--- config.mk ---
export PLATFORM = sky130hd
export DESIGN_NAME = theta_slice_sequencer
export DESIGN_NICKNAME = d
export VERILOG_FILES = /design/src/rtl/theta_slice_sequencer.sv
export SDC_FILE = /design/constraint.sdc
export NUM_CORES = 2
export LEC_CHECK = 0
export ABC_CLOCK_PERIOD_IN_PS = 9300
export BUFFER_PORTS_ARGS = -buffer_cell sky130_fd_sc_hd__buf_2
export CAP_MARGIN = 20
export CORE_MARGIN = 2
export CORE_UTILIZATION = 43
export CTS_BUF_LIST = sky130_fd_sc_hd__clkbuf_4
export CTS_CLUSTER_DIAMETER = 200
export DETAILED_ROUTE_END_ITERATION = 12
export PLACE_DENSITY_LB_ADDON = 0.08
export SETUP_SLACK_MARGIN = 0.15
export SLEW_MARGIN = 20
export SYNTH_ARGS = -nofsm -noshare
export SYNTH_HDL_FRONTEND = slang
export SYNTH_SLANG_ARGS = --single-unit
export TNS_END_PERCENT = 10
--- constraint.sdc ---
create_clock -name clk -period 9.3 [get_ports clk]
set_input_delay 1.86 -clock clk [delete_from_list [all_inputs] [get_ports clk]]
set_output_delay 1.86 -clock clk [all_outputs]
set_load 0.05 [all_outputs]
--- src/rtl/theta_slice_sequencer.sv ---
// theta_slice_sequencer: loads 64 slices, drives the theta slice encoder
// three cycles per slice with the wrap-around neighbour, then drains results.
module theta_slice_sequencer #(
    parameter int NSLICE = 64,
    parameter int ZW     = 6
) (
    input  logic        clk,
    input  logic        rst_n,
    input  logic        in_valid,
    output logic        in_ready,
    input  logic [24:0] in_slice,
    output logic        out_valid,
    input  logic        out_ready,
    output logic [24:0] out_slice,
    output logic [24:0] enc_in1,
    output logic [24:0] enc_in2,
    output logic        enc_en,
    input  logic [24:0] enc_result,
    output logic        busy,
    output logic        done
);
    localparam logic [2:0] LOAD    = 3'd0;
    localparam logic [2:0] SETUP   = 3'd1;
    localparam logic [2:0] FIRE    = 3'd2;
    localparam logic [2:0] CAPTURE = 3'd3;
    localparam logic [2:0] DRAIN   = 3'd4;

    logic [2:0]    state_q, state_d;
    logic [ZW-1:0] z_q, z_d;
    logic [24:0]   prev_q, prev_d;
    logic [24:0]   buf_q [NSLICE];
    logic [24:0]   cur;
    logic          last, in_hs, out_hs, cap, run;

    always_comb begin
        cur       = buf_q[z_q];
        last      = z_q == ZW'(NSLICE - 1);
        in_ready  = state_q == LOAD;
        out_valid = state_q == DRAIN;
        cap       = state_q == CAPTURE;
        run       = state_q == SETUP || state_q == FIRE || cap;
        in_hs     = in_valid && in_ready;
        out_hs    = out_valid && out_ready;
        out_slice = out_valid ? cur : 25'd0;
        enc_in1   = run ? cur : 25'd0;
        enc_in2   = run ? prev_q : 25'd0;
        enc_en    = state_q == FIRE || cap;
        busy      = run;
        done      = out_hs && last;
        z_d       = (in_hs || out_hs || cap) ? z_q + ZW'(1) : z_q;
        prev_d    = (in_hs && last) ? in_slice : cap ? cur : prev_q;
        state_d   = (state_q == LOAD)  ? ((in_hs && last) ? SETUP : LOAD) :
                    (state_q == SETUP) ? FIRE :
                    (state_q == FIRE)  ? CAPTURE :
                    cap                ? (last ? DRAIN : SETUP) :
                    (state_q == DRAIN) ? (done ? LOAD : DRAIN) : LOAD;
    end

    always_ff @(posedge clk or negedge rst_n) begin
        if (!rst_n) begin
            state_q <= LOAD;
            z_q     <= '0;
            prev_q  <= '0;
        end else begin
            state_q <= state_d;
            z_q     <= z_d;
            prev_q  <= prev_d;
        end
    end

    // Slice storage needs no reset; results overwrite originals in place.
    always_ff @(posedge clk) begin
        if (in_hs)
            buf_q[z_q] <= in_slice;
        else if (cap)
            buf_q[z_q] <= enc_result;
    end
endmodule

==> flow_summary.json <==
{
  "outcome": "finished, final reports clean",
  "path_buf_inv": 3,
  "async_reset_ff_share_pct": 2.08,
  "finalPower_mw": 23.5,
  "io_buffers": 133,
  "drcViolationCount": 0,
  "ctsHoldBuffers": 0,
  "power_density_nw_per_um2": 329,
  "fin_nets": 4036,
  "cts.path.max_buffers": 4,
  "detail-route-antenna-nets": 0,
  "grt_pass1_wl_um": 270000,
  "synth_area_leaders": "edfxtp_1 (76%), a221oi_1 (5.1%), mux2i_1 (4.7%), a22oi_1 (2.0%), o22a_1 (2.0%)",
  "cts_buffers": 431,
  "synth_area_leader_cell": "edfxtp_1",
  "yosysWarnings": 0,
  "rsz0062_at_grt": "false",
  "rows": 140,
  "cts.sinks": 1634,
  "yosysSeqAreaShare_pct": 77.5,
  "grt_max_degree": 154,
  "hold_viol": 0,
  "postPlaceCellArea_um2": 66300,
  "cts_tree": "built",
  "worst_pin_slew_ns": 1.22,
  "synth_cell_type_count": 59,
  "stdcell_area_um2": 71600,
  "syn-instance-count": 3562,
  "cpPeakStageDelay_ns": 0.87,
  "layout_common_cells": "edfxtp_1 (1,600), clkbuf_4 (607), a221oi_1 (366)",
  "clock_latency_ns": 1.30,
  "syn_nets": 3617,
  "cts-root-buf": "clkbuf_4",
  "tns_ns": 0,
  "antenna_found_initial": 15,
  "start_util_pct": 43.3,
  "post_cts_buffers": 0,
  "maxCapViolations": 0,
  "gp_congestion": 0.839,
  "arrival_ns": 5.88,
  "ios": 134,
  "core_um2": 146000,
  "worstSetupPathType": "flip-flop to output pin",
  "first_global_vias": 38400,
  "clk_pin_slew_worst_paths_ns": 0.06,
  "cp_cell_sequence": "buf_4, and2_4, buf_4, a221oi_1, o21ai_0, a22oi_1, and4_1, nor2_1, buf_2",
  "relSlewSlack_pct": 18.7,
  "setup_viol": 0,
  "cpLargestDelayFamily": "buffers and inverters",
  "cp-start-kind": "flip-flop",
  "fp.dieArea_um2": 150000,
  "die_h_um": 387,
  "ctsHtreeMaxLevel": 5,
  "gr-total-overflow": 0,
  "drt-total-wl_um": 190000,
  "mostFrequentLayoutCell": "edfxtp_1",
  "synth_seq_cells": 1634,
  "drive_gt1_share_pct": 24.2,
  "drt_iter0_drc": 4246,
  "grt_use_total_pct": 25.1,
  "leakagePower_nw": 23.5,
  "ir_worst_vdd_mv": 0.340,
  "finClkSkew_ns": 0.0659,
  "cp.required_ns": 7.44,
  "dp_hpwl_um": 102000,
  "fp.dieW_um": 387,
  "vias_per_cell": 6.09,
  "cts.repair.resized": 0,
  "period_share_pct": 83.2,
  "syn-mean-instance-area_um2": 17.7,
  "finalCriticalPeriod_ns": 7.74,
  "wl_per_cell_um": 30.6,
  "fmax_mhz": 129,
  "area_growth_pct": 13.4,
  "crit_fanout": 72,
  "endpoint_kind": "output pin",
  "synth_top_area_share_pct": 76.1,
  "drv_slew": 0,
  "vias": 37800,
  "ys.flop_type": "edfxtp_1",
  "syn_area_um2": 63100,
  "cp_slowest_cell": "dfrtp_4",
  "cpMostUsedCell": "buf_4",
  "drt_first_pass_iters": 6,
  "synth-edff-count": 1600,
  "fillers": 12300,
  "hold_path.class": "flip-flop to flip-flop"
}
[final timing paths]
check,to,cells past startpoint,slack [ns],from
setup / recovery,out_slice[14],9,1.56,z_q[0]$_DFFE_PN0P_
hold / removal,prev_q[3]$_DFFE_PN0P_,2,0.51,prev_q[3]$_DFFE_PN0P_
setup reg to reg,buf_q[27][4]$_DFFE_PP_,6,4.66,z_q[0]$_DFFE_PN0P_
hold reg to reg,prev_q[3]$_DFFE_PN0P_,2,0.51,prev_q[3]$_DFFE_PN0P_
max in group asynchronous,z_q[2]$_DFFE_PN0P_,1,7.78,rst_n
min in group asynchronous,prev_q[10]$_DFFE_PN0P_,1,0.71,rst_n
[power breakdown]
group,internal (mW),switching (mW)
Sequential,9.00,0.202
Clock,3.12,2.83
Combinational,2.28,6.11
Total,14.4,9.14
[flip-flops by register name (all words and copies together) (netlist names)]
| name | count |
|---|---|
| buf_q | 1600 |
| state_q | 3 |
| z_q | 6 |
| prev_q | 25 |
[kinds of logic (layout without fill, tap and decap cells)]
kind of cell    after synthesis  after routing  share of synthesized area [%]
flops                      1634           1634                           77.5
compound gates              983            983                           11.9
mux                         336            336                           5.55
simple gates                315            315                           2.86
buf+inv                     287           1009                           2.09
xor+xnor                      6              6                         0.0833
fa+ha+maj                     1              1                         0.0198
other cells                   0             16                              0
[metrics by stage]
step	utilization (%)	setup slack [ns]	hold slack, ns	std cells
after global routing	49.1	1.26	0.528	6212
after CTS	49.0	1.49	0.509	6200
after global placement	45.4	2.95	0.487	5460
after detailed placement	45.5	2.94	0.491	5464
after floorplan	-	4.88	0.465	3562
final	49.1	1.56	0.511	6217
[final cells by class]
type	instances	area, um2	area share [%]
inverter	5	23.8	0.0332
clock buffer	607	4560	6.37
sequential	1634	48900	68.4
multi-input combinational	1641	13100	18.4
tap	1917	2400	3.35
antenna	16	40.0	0.0560
timing repair buffer	268	1840	2.58
clock inverter	129	643	0.899
[synthesized netlist by cell type, types with 11 or more instances]
| cell type | n |
|---|---|
| buf_1 | 16 |
| o22a_1 | 141 |
| o22ai_1 | 12 |
| and2_1 | 28 |
| buf_2 | 126 |
| mux2i_1 | 299 |
| a221oi_1 | 366 |
| nor2b_1 | 11 |
| a31oi_1 | 49 |
| o21ai_0 | 158 |
| nand3_1 | 12 |
| nor2_1 | 123 |
| o211ai_1 | 45 |
| and4_1 | 67 |
| buf_4 | 15 |
| edfxtp_1 | 1600 |
| clkbuf_1 | 121 |
| mux2_2 | 29 |
| o21ai_1 | 13 |
| dfrtp_1 | 34 |
| a21oi_1 | 11 |
| a22oi_1 | 165 |
| nand2_1 | 29 |
[worst reg2reg max path, cell delays in order, from the launching register on]
cell and delay (ns):
dfrtp_4 0.87, buf_4 0.52, and3b_2 0.23, buf_4 0.65, nand2_1 0.58, nor2_2 0.97, buf_4 0.46
[per-layer routing]
layer	GRT usage [%]	routed length, um
met5	0	34
met4	8.12	4750
met3	5.67	15700
met2	39.1	88500
met1	35.1	81500
Note: power is estimated with default switching activity, not from simulation.
